**src/rtl/rf_ctrl_pkg.sv**
```systemverilog
// Shared definitions for the RF module control path: controller FSM states,
// MCU mode pin codes and the fixed UART_mcu configuration used in sleep mode.
package rf_ctrl_pkg;

    typedef enum logic [1:0] {
        ST_IDLE   = 2'd0,
        ST_DRAIN  = 2'd1,
        ST_SWITCH = 2'd2,
        ST_SETTLE = 2'd3
    } mode_state_e;

    // {M1, M0} encodings
    localparam logic [1:0] MODE_NORMAL    = 2'b00;
    localparam logic [1:0] MODE_WAKEUP    = 2'b01;
    localparam logic [1:0] MODE_POWERSAVE = 2'b10;
    localparam logic [1:0] MODE_SLEEP     = 2'b11;

    // UART_mcu runs a fixed configuration while in sleep mode
    localparam logic [7:0] UART_MCU_MODE3_CONFIG = 8'b00100011;

endpackage

```
**src/rtl/bit_synchronizer.sv**
```systemverilog
// Two-flop synchronizer for asynchronous level inputs. Each bit is
// synchronized independently; no multi-bit coherency is implied.
module bit_synchronizer #(
    parameter int WIDTH = 1
) (
    input  logic             clk,
    input  logic             rst,
    input  logic [WIDTH-1:0] d,
    output logic [WIDTH-1:0] q
);

    logic [WIDTH-1:0] meta;

    // Two-stage capture; both stages clear on reset
    always_ff @(posedge clk) begin
        if (rst) begin
            meta <= '0;
            q    <= '0;
        end else begin
            meta <= d;
            q    <= meta;
        end
    end

endmodule

```
**src/rtl/mode_controller.sv**
```systemverilog
// Mode controller: synchronizes the MCU mode pins, waits for the datapath to
// drain, commits the new mode and UART_mcu config in a single SWITCH cycle,
// then holds AUX low for a settle period before accepting the next request.
module mode_controller
    import rf_ctrl_pkg::*;
#(
    parameter int SWITCH_DELAY_CLK  = 100,
    parameter int UART_CONFIG_WIDTH = 8,
    parameter logic [UART_CONFIG_WIDTH-1:0] UART_MCU_MODE3_CONFIG =
        UART_CONFIG_WIDTH'(rf_ctrl_pkg::UART_MCU_MODE3_CONFIG),
    parameter logic [UART_CONFIG_WIDTH-1:0] DEFAULT_CONFIG =
        UART_CONFIG_WIDTH'(8'b00100011)
) (
    input  logic                         internal_clk,
    input  logic                         rst,
    input  logic                         M0,
    input  logic                         M1,
    input  logic                         busy,
    input  logic                         cfg_load,
    input  logic [UART_CONFIG_WIDTH-1:0] cfg_in,
    output logic                         M0_sync,
    output logic                         M1_sync,
    output logic                         AUX,
    output logic [UART_CONFIG_WIDTH-1:0] uart_mcu_config_reg,
    output logic                         mode_change
);

    // Extra bit keeps the load value representable for any delay, incl. powers of two
    localparam int                CNT_W    = $clog2(SWITCH_DELAY_CLK) + 1;
    localparam logic [CNT_W-1:0]  CNT_LOAD = CNT_W'(SWITCH_DELAY_CLK - 1);

    mode_state_e                  state, state_nxt;
    logic [CNT_W-1:0]             cnt, cnt_nxt;
    logic [1:0]                   req_mode;
    logic [1:0]                   cur_mode;
    logic [UART_CONFIG_WIDTH-1:0] pending_cfg;
    logic [UART_CONFIG_WIDTH-1:0] active_cfg;
    logic                         aux_q;
    logic                         mode_change_q;

    bit_synchronizer #(
        .WIDTH (2)
    ) u_mode_sync (
        .clk (internal_clk),
        .rst (rst),
        .d   ({M1, M0}),
        .q   (req_mode)
    );

    // Next-state and settle counter; SETTLE ignores req_mode entirely
    always_comb begin
        state_nxt = state;
        cnt_nxt   = cnt;
        case (state)
            ST_IDLE: begin
                if (req_mode != cur_mode)
                    state_nxt = ST_DRAIN;
            end
            ST_DRAIN: begin
                // A request that reverts before the drain finishes is dropped
                if (req_mode == cur_mode)
                    state_nxt = ST_IDLE;
                else if (!busy)
                    state_nxt = ST_SWITCH;
            end
            ST_SWITCH: begin
                state_nxt = ST_SETTLE;
                cnt_nxt   = CNT_LOAD;
            end
            ST_SETTLE: begin
                if (cnt == '0)
                    state_nxt = ST_IDLE;
                else
                    cnt_nxt = cnt - CNT_W'(1);
            end
            default: begin
                state_nxt = ST_SETTLE;
                cnt_nxt   = CNT_LOAD;
            end
        endcase
    end

    // State register; AUX and mode_change are registered copies of the next state
    always_ff @(posedge internal_clk) begin
        if (rst) begin
            state         <= ST_SETTLE;
            cnt           <= CNT_LOAD;
            aux_q         <= 1'b0;
            mode_change_q <= 1'b0;
        end else begin
            state         <= state_nxt;
            cnt           <= cnt_nxt;
            aux_q         <= (state_nxt == ST_IDLE);
            mode_change_q <= (state_nxt == ST_SWITCH);
        end
    end

    // Committed mode and config; only the SWITCH edge touches cur_mode/active_cfg
    always_ff @(posedge internal_clk) begin
        if (rst) begin
            cur_mode    <= MODE_NORMAL;
            pending_cfg <= DEFAULT_CONFIG;
            active_cfg  <= DEFAULT_CONFIG;
        end else begin
            if (cfg_load)
                pending_cfg <= cfg_in;
            if (state == ST_SWITCH) begin
                cur_mode   <= req_mode;
                // A load coinciding with the commit bypasses pending_cfg
                active_cfg <= cfg_load ? cfg_in : pending_cfg;
            end
        end
    end

    assign M0_sync             = cur_mode[0];
    assign M1_sync             = cur_mode[1];
    assign AUX                 = aux_q;
    assign mode_change         = mode_change_q;
    assign uart_mcu_config_reg = (cur_mode == MODE_SLEEP) ? UART_MCU_MODE3_CONFIG
                                                          : active_cfg;

endmodule

```
**config.mk**
```make
export PLATFORM = sky130hd
export DESIGN_NAME = mode_controller
export DESIGN_NICKNAME = d
export VERILOG_FILES = /design/src/rtl/rf_ctrl_pkg.sv /design/src/rtl/bit_synchronizer.sv /design/src/rtl/mode_controller.sv
export SDC_FILE = /design/constraint.sdc
export NUM_CORES = 1
export LEC_CHECK = 0
export CAP_MARGIN = 30
export CORE_ASPECT_RATIO = 0.9
export CORE_UTILIZATION = 50
export CTS_CLUSTER_DIAMETER = 40
export DETAILED_ROUTE_END_ITERATION = 12
export GPL_TIMING_DRIVEN = 0
export PLACE_DENSITY = 0.78
export SYNTH_ARGS = -nofsm -noshare
export SYNTH_HDL_FRONTEND = slang
export SYNTH_SLANG_ARGS = --single-unit
export TNS_END_PERCENT = 10
```
**constraint.sdc**
```tcl
create_clock -name internal_clk -period 2.21 [get_ports internal_clk]
set_clock_uncertainty 0.1 [all_clocks]
set_input_delay 0.442 -clock internal_clk [delete_from_list [all_inputs] [get_ports internal_clk]]
set_output_delay 0.442 -clock internal_clk [all_outputs]
set_load 0.005 [all_outputs]
```
# == Word level (Yosys, flattened, before mapping) ==
# Cells that the tools add are included.
# Widths: inputs -> output; s select.
# op_classes
n_mux,9
add_sub_neg,1
eq_ne,8
n_reduce_logical,5
# op_table
op,n
$mux 8,3
$pmux 8 s2,1
$eq 2x2->1 const B,4
$logic_not 8->1,1
$mux 2,4
$pmux 2 s4,1
$sub 8x1->8 const B,1
$logic_not 2->1,2
$eq 2x1->1 const B,1
$eq 2x2->1,1
$ne 2x2->1,1
$ne 2x2->1 const B,1
$reduce_and 2->1,1
$reduce_bool 2->1,1
# word_totals
reg_bits,34

# == Logic depth before layout (Yosys ltp) ==
# Gate-level depths: netlist of the first run.
# logic_depth
ltp_word,4
ltp_mapped,6
depth_no_buf,5

# == Hierarchy ==
# A second synthesis of the first run with hierarchy kept.
# unflattened
cells_unflattened,133
hier_area_um2,1333.8
# by_module_without_submodules
module,n_inst,area_per_inst_um2,seq_area_each_um2,cells_each
mode_controller,1,1228.7,600.6,125
bit_synchronizer,1,105.1,80.1,8

# == Least setup slack after synthesis of the first run ==
# Ideal clock, no wire load.
# synth_timing
path_kind,register to register
start,reg cnt[3]
end,reg cnt[7]
stages_incl_launch_ff,5
setup_ns,0.070
setup_slack_ns,0.546
arrival_ns,1.494
n_path_buf,1
path_cell_list,dfxtp_1 buf_6 or4_4 or4_1 a21oi_1
# synth_between
elab_chain_cells,3
word_cells_on_any_way,6
classes_between,1 x add/sub; 1 x eq/ne; 2 x mux; 2 x reduce/logical
# synth_lines
item,line,source
"start, declared",mode_controller.sv:33,"logic [CNT_W-1:0] cnt, cnt_nxt;"
"start signal, assigned",mode_controller.sv:92,cnt <= cnt_nxt;
$sub 8x1->8 / $logic_not 8->1 (equally long branches),"mode_controller.sv:74, mode_controller.sv:71",
$mux 8 / $ne 2x2->1 (equally long branches),n/a,
$pmux 8 s2 / $reduce_and 2->1 (equally long branches),n/a,
# Parallel ways exist; a longest one is shown, timed or not. The select of a mux whose other input is x is not followed.
# A chain may end at the register's enable or synchronous reset.

# == Worst setup path in the final report of the first run ==
# layout_timing
start,reg cur_mode[0]
end,out uart_mcu_config_reg[3]
# layout_between
elab_chain_cells,2
# layout_lines
item,line,source
"start, declared",mode_controller.sv:35,logic [1:0] cur_mode;
"start signal, assigned",mode_controller.sv:108,cur_mode <= req_mode;
$eq 2x2->1,mode_controller.sv:119,assign uart_mcu_config_reg = (cur_mode == MODE_SLEEP) ? UART_MCU_MODE3_CONFIG
$mux 8,mode_controller.sv:119,
"end, declared",mode_controller.sv:24,"output logic [UART_CONFIG_WIDTH-1:0] uart_mcu_config_reg,"
# Every way passes these cells.

==> run_results.csv, run 1 <==
group,metric,value,unit
drt,drt_iter0_markers,22,
power_and_ir_drop,p_leak,0.690,nW
critical_path,crit_type,"register to output pin",
synth,synth.avg_cell_area,10.0,µm²
clocking,cts_setup_buffers,0,
drt,drc,0,
power_and_ir_drop,seqPwrFrac,59.4,%
floorplanning,die_width,56.4,µm
synth,synth_top_family_by_area,"simple AND/OR/NAND/NOR gates",
power_and_ir_drop,intPower,834,µW
critical_path,worst_setup_path_end_kind,"output pin",
global_routing,antenna_found_initial,0,
power_and_ir_drop,p_per_area,654,nW/µm²
floorplanning,design.core.area,2490,µm²
sta,slew_viol_final,0,
critical_path,worst_setup_path_start_kind,"register",
clocking,numCtsBuffers,5,
drt,avgViaCountPerCell,5.46,
hold_path,hold_path_class,"register to register",
sta,setup_viol,0,
synth,synthTopCellsByCount,"dfxtp_1, nand2_1, mux2i_1",
clocking,clk_pin_slew_worst_paths,0.10,ns
global_routing,grt_max_degree,11,
placed_design,io_buffers,23,
finish,final_util,66.6,%
power_and_ir_drop,swShare,23.0,%
power_and_ir_drop,p_sw,250,µW
sta,rsz0062_at_grt,"no",
synth,synth_seq_area_share,51.2,%
synth,ys.flop_type,"dfxtp_1",
drt,drt-pass1-iter-count,4,
synth,synth-xor-area-share,1.32,%
global_routing,grt_pass1_wl,4.56,mm
synth,synth-simple-area-share,20.2,%
synth,syn_nets,148,
sta,tightest_slew,0.605,ns
clocking,clock_latency,0.34,ns
global_routing,grt_usage,21.5,%
drt,vias,1049,
power_and_ir_drop,power_frac_comb,8.2,%
synth,synth-async-reset-ratio,0,%
synth,synthMuxAreaShare,7.53,%
floorplanning,start_util,53.4,%
synth,syn_inst,133,
synth,synth_compound_area_share,15.1,%
critical_path,arrival,1.53,ns
floorplanning,dieArea,2870,µm²
power_and_ir_drop,clkPwrFrac,32.4,%
sta,post-route-period-util,93.6,%
sta,final.min_clock_period,2.07,ns
sta,fmax,483,MHz
synth,synth_top_area_share,51.2,%
drt,post_drt_wl_per_cell,13.5,µm
clocking,cts_hold_buf,0,
job,maxCapViolCount,0,
floorplanning,num_rows,17,
synth,ys_top_cells_by_area,"dfxtp_1, mux2i_1, nand2_1",
clocking,htree_levels,2,
synth,netlist_area,1330,µm²
clocking,cts_tree,"done",
synth,synth-adder-area-share,0.941,%
global_routing,grt_overflow_total,0,
synth,ys_ff_latch,34,
sta,slew_headroom,59.3,%
finish,drive_gt1_share,7.93,%
floorplanning,ios,26,
critical_path,crit_path_max_fanout,8,
synth,post-synth-top-count-cell,"dfxtp_1",
synth,ys_types,36,
floorplanning,die_height,50.9,µm
synth,ys_warn_count,0,
clocking,numClockSinks,34,
sta,hold_viol,0,
status,status,"completed",
placed_design,place_congestion,0.753,
drt,antenna_left,0,
clocking,cts_buffer_depth,2,
global_routing,grt_pass1_vias,1038,
drt,wl,2.59,mm
power_and_ir_drop,max-vdd-ir-drop,610,µV
synth,synth-edff-count,0,
clocking,clock-root-buffer,"clkbuf_4",
finish,final_net_count,178,
finish,insertedDiodeCount,0,
critical_path,crit_required,1.67,ns
synth,synth_largest_area_cell,"dfxtp_1",
sta,tns,0,ns
sta,whs,0.352,ns
placed_design,post-dp-hpwl,1.99,mm
finish,syn2layout_area_growth,24.6,%
-- metal layers --
layer	vias to the layer above	global-route usage, %	share of wire [%]
li1	534	-	-
met1	486	24.5	44
met2	21	36.5	49
met3	8	6.58	4.4
met4	0	11.0	2.2
met5	-	0	0
-- what timing repair did --
action | 4_1_cts | 5_1_grt
endpoints found under the setup margin | 0 | 8
endpoints found under the hold margin | 0 | 0
gates resized for setup | 0 | 1
-- cells by family (layout without fill, tap and decap cells) --
group                      count (synthesis)  count (layout)
AOI/OAI and AO/OA                         27              27
xor gates and xnor gates                   2               2
adders and majority gates                  1               1
buffers and inverters                     11              42
DFF                                       34              34
muxes                                     10              10
and+or+nand+nor                           48              48
-- layout by cell type (no fill, tap or decap), types with 2 or more instances in the layout --
cell | synthesis | routed
dfxtp_1 | 34 | 34
clkdlybuf4s50_1 | 0 | 23
nand2_1 | 13 | 12
mux2i_1 | 10 | 10
nor2_1 | 8 | 8
a21oi_1 | 7 | 7
inv_1 | 5 | 5
and2_1 | 5 | 5
clkbuf_1 | 4 | 5
nor2b_1 | 5 | 5
o22a_1 | 5 | 5
clkbuf_4 | 0 | 5
nand2b_1 | 4 | 4
o21ai_0 | 3 | 3
a22o_1 | 3 | 3
a2111o_1 | 2 | 2
and3_1 | 2 | 2
xnor2_1 | 2 | 2
or4_1 | 2 | 2
-- power groups by stage --
stage               registers [mW]  logic (mW)  clock network, mW
floorplan                    0.655      0.0578                  0
global placement             0.656      0.0850                  0
detailed placement           0.658      0.0899                  0
CTS                          0.644      0.0902              0.360
global route                 0.647      0.0998              0.389
finish                       0.644      0.0893              0.351
-- worst paths after layout --
| check | start | end | slack, ns | cells past startpoint |
|---|---|---|---|---|
| setup reg to reg | cnt[0]$_SDFFE_PP1P_ | state[1]$_SDFF_PP1_ | 0.29 | 6 |
| hold reg to reg | u_mode_sync.meta[1]$_SDFF_PP0_ | u_mode_sync.q[1]$_SDFF_PP0_ | 0.35 | 1 |
| hold / removal | u_mode_sync.meta[1]$_SDFF_PP0_ | u_mode_sync.q[1]$_SDFF_PP0_ | 0.35 | 1 |
| setup / recovery | cur_mode[0]$_SDFFE_PP0P_ | uart_mcu_config_reg[3] | 0.14 | 3 |
-- worst max-delay path, cell delays in order (launching register included) --
cell and delay, ns:
dfxtp_1 0.43, nand2_2 0.14, and2_1 0.19, clkdlybuf4s50_1 0.43
-- registers in the layout (all words and copies together), names as in the netlist --
name and cells:
active_cfg 8, state 2, pending_cfg 8, cnt 8, AUX 1, u_mode_sync.meta 2, mode_change 1, cur_mode 2
u_mode_sync.q 2
-- metrics by stage --
step	std cells	instance area (µm²)	total power [mW]	setup WS [ns]
floorplan	133	1330	0.713	0.546
global placement	184	1600	0.741	0.345
detailed placement	184	1600	0.748	0.295
CTS	192	1660	1.09	0.0569
global route	192	1660	1.14	0.0466
finish	192	1660	1.08	0.141
-- cell type report --
type	instances	area, µm²
Fill cell	209	831
Sequential cell	34	681
Multi-Input combinational cell	88	603
Timing Repair Buffer	23	230
Clock buffer	7	55.1
Tap cell	28	35.0
Buffer	6	30.0
Inverter	5	18.8
Clock inverter	1	5.00
(Power assumes the default switching activity.)
==> run 2, diff against run 1 <==
--- a/config.mk
+++ b/config.mk
@@ -8,10 +8,10 @@
 export CAP_MARGIN = 30
 export CORE_ASPECT_RATIO = 0.9
 export CORE_UTILIZATION = 50
-export CTS_CLUSTER_DIAMETER = 40
 export DETAILED_ROUTE_END_ITERATION = 12
 export GPL_TIMING_DRIVEN = 0
 export PLACE_DENSITY = 0.78
+export SLEW_MARGIN = 10
 export SYNTH_ARGS = -nofsm -noshare
 export SYNTH_HDL_FRONTEND = slang
 export SYNTH_SLANG_ARGS = --single-unit
==> constraint.sdc (replaced) <==
create_clock -name internal_clk -period 2.2 [get_ports internal_clk]
set_clock_uncertainty 0.1 [all_clocks]
set_input_delay 0.44 -clock internal_clk [delete_from_list [all_inputs] [get_ports internal_clk]]
set_output_delay 0.44 -clock internal_clk [all_outputs]
set_load 0.005 [all_outputs]
==> results of run 2 <==
Same layout as run 1 (identical final DEF). Status: completed.
Main changes from that run: setup slack after placement 0.295 ns -> 0.285 ns; setup slack after layout 0.141 ns -> 0.133 ns; register-to-register setup slack 0.29 ns -> 0.28 ns; total power 1.08 mW -> 1.09 mW; worst IR drop on VDD 610 µV -> 613 µV
==> run 3, diff against run 2 <==
--- a/config.mk
+++ b/config.mk
@@ -5,12 +5,13 @@
 export SDC_FILE = /design/constraint.sdc
 export NUM_CORES = 1
 export LEC_CHECK = 0
+export ABC_CLOCK_PERIOD_IN_PS = 2200
 export CAP_MARGIN = 30
 export CORE_ASPECT_RATIO = 0.9
-export CORE_UTILIZATION = 50
+export CORE_UTILIZATION = 30
+export CTS_CLUSTER_DIAMETER = 120
 export DETAILED_ROUTE_END_ITERATION = 12
 export GPL_TIMING_DRIVEN = 0
-export PLACE_DENSITY = 0.78
 export SLEW_MARGIN = 10
 export SYNTH_ARGS = -nofsm -noshare
 export SYNTH_HDL_FRONTEND = slang
==> run 3 against run 2 <==
  * Register-to-register slack got worse by 0.02 ns
  * Largest power group unchanged
  * Critical path type unchanged
  * Flip-flop and latch count unchanged
  * Power increased by 19%
  * Utilization decreased by 25 points
  * Sequential share of layout area decreased by 2.0 points
==> run_results.csv, run 3 (synthesis gave the netlist of run 1 again) <==
group,metric,value,unit
global_routing,grt_usage,13.0,%
sta,hold_viol,0,
critical_path,r2r_cells,6,
critical_path,r2r-start,"cnt[0]$_SDFFE_PP1P_",
global_routing,grt_pass1_wl,4.58,mm
critical_path,worst_setup_path_end_kind,"output pin",
floorplanning,ios,26,
finish,syn2layout_area_growth,31.1,%
power_and_ir_drop,max-vdd-ir-drop,466,µV
floorplanning,dieArea,4700,µm²
sta,slew_headroom,58.3,%
critical_path,startpoint,"cur_mode[0]$_SDFFE_PP0P_",
clocking,clk_pin_slew_worst_paths,0.06,ns
floorplanning,die_height,65.2,µm
drt,drc,0,
critical_path,regToRegEndpoint,"state[1]$_SDFF_PP1_",
finish,top_regs,"active_cfg x8, cnt x8, pending_cfg x8",
power_and_ir_drop,totalPowerFinal,1.29,mW
drt,wl,2.65,mm
drt,avgViaCountPerCell,4.67,
critical_path,crit_required,1.66,ns
sta,whs,0.352,ns
status,status,"completed",
power_and_ir_drop,p_per_area,741,nW/µm²
clocking,cts_hold_buf,0,
floorplanning,die_width,72.2,µm
sta,setup_viol,0,
finish,final_common_cell,"dfxtp_1",
finish,layout_common_cells,"dfxtp_1, clkdlybuf4s50_1, nand2_1",
finish,drive_gt1_share,7.32,%
clocking,numClockSinks,34,
floorplanning,design.core.area,4160,µm²
drt,post_drt_wl_per_cell,11.8,µm
placed_design,post-dp-hpwl,1.94,mm
placed_design,place_congestion,0.770,
critical_path,worst_setup_path_start_kind,"register",
clocking,clock-root-buffer,"clkbuf_8",
drt,drt_iter0_markers,27,
floorplanning,start_util,32.0,%
sta,tns,0,ns
placed_design,io_buffers,23,
floorplanning,num_rows,22,
sta,post-route-period-util,92.9,%
sta,fmax,489,MHz
hold_path,hold_path_class,"register to register",
critical_path,crit_end,"uart_mcu_config_reg[4]",
clocking,clock_latency,0.28,ns
sta,final.min_clock_period,2.04,ns
critical_path,r2r_slack,0.26,ns
drt,vias,1045,
job,maxCapViolCount,0,
clocking,numCtsBuffers,5,
global_routing,grt_max_degree,11,
global_routing,antenna_found_initial,0,
global_routing,grt_pass1_vias,1043,
drt,antenna_left,0,
sta,slew_viol_final,0,
power_and_ir_drop,p_leak,0.707,nW
clocking,htree_levels,2,
critical_path,crit_path_max_fanout,8,
global_routing,grt_overflow_total,0,
critical_path,arrival,1.50,ns
clocking,cts_buffer_depth,2,
clocking,cts_tree,"done",
placed_design,place_area,1640,µm²
sta,tightest_slew,0.620,ns
finish,final_area,1740,µm²
finish,insertedDiodeCount,0,
critical_path,crit_type,"register to output pin",
drt,drt-pass1-iter-count,4,
finish,final_net_count,178,
sta,rsz0062_at_grt,"no",
## run 3: how the worst min path moves through the flow
| stage | start | endpoint | slack (ns) | depth (start not counted) |
|---|---|---|---|---|
| 5_1_grt | u_mode_sync.meta[0]$_SDFF_PP0_ | u_mode_sync.q[0]$_SDFF_PP0_ | 0.36 | 1 |
| 2_1_floorplan | u_mode_sync.meta[0]$_SDFF_PP0_ | u_mode_sync.q[0]$_SDFF_PP0_ | 0.31 | 1 |
| 6_report | u_mode_sync.meta[0]$_SDFF_PP0_ | u_mode_sync.q[0]$_SDFF_PP0_ | 0.35 | 1 |
| 3_5_place_dp | u_mode_sync.meta[0]$_SDFF_PP0_ | u_mode_sync.q[0]$_SDFF_PP0_ | 0.34 | 1 |
| 4_1_cts | u_mode_sync.meta[0]$_SDFF_PP0_ | u_mode_sync.q[0]$_SDFF_PP0_ | 0.36 | 1 |
| 3_3_place_gp | u_mode_sync.meta[0]$_SDFF_PP0_ | u_mode_sync.q[0]$_SDFF_PP0_ | 0.32 | 1 |
## run 3: layout make-up
| cell class | instances | area, µm² |
|---|---|---|
| Fill cell | 422 | 2410 |
| Sequential cell | 34 | 681 |
| Multi-Input combinational cell | 88 | 603 |
| Timing Repair Buffer | 23 | 230 |
| Clock buffer | 7 | 76.3 |
| Tap cell | 60 | 75.1 |
| Clock inverter | 1 | 30.0 |
| Buffer | 6 | 30.0 |
| Inverter | 5 | 18.8 |
## run 3: report_power, final
group,switching [mW],internal [mW]
logic,0.0423,0.0480
clock network,0.215,0.339
registers,0.0116,0.636
## run 3: metrics by stage
stage / worst slack (ns) / util (%) / cells
after floorplan: 0.536 / - / 133
after global placement: 0.323 / 39.3 / 216
after detailed placement: 0.264 / 39.3 / 216
after CTS: 0.0324 / 41.9 / 224
after global routing: 0.0532 / 42.0 / 224
final: 0.155 / 42.0 / 224
## run 3: critical path, stage by stage (launching register included)
cell             delay [ns]
dfxtp_1                0.41
nand2_2                0.16
and2_1                 0.20
clkdlybuf4s50_1        0.45
## run 3: repair_timing
item,CTS,global route
buffers inserted,0,0
setup endpoints to repair,0,8
endpoints found under the hold margin,0,0
gates resized for setup,0,1
## run 3: metal layers
layer / vias up / share of wire (%) / GRT usage, %
li1: 527 / - / -
met1: 495 / 47 / 14.7
met2: 18 / 47 / 21.8
met3: 5 / 4.7 / 5.67
met4: 0 / 1.4 / 4.41
met5: - / 0 / 0
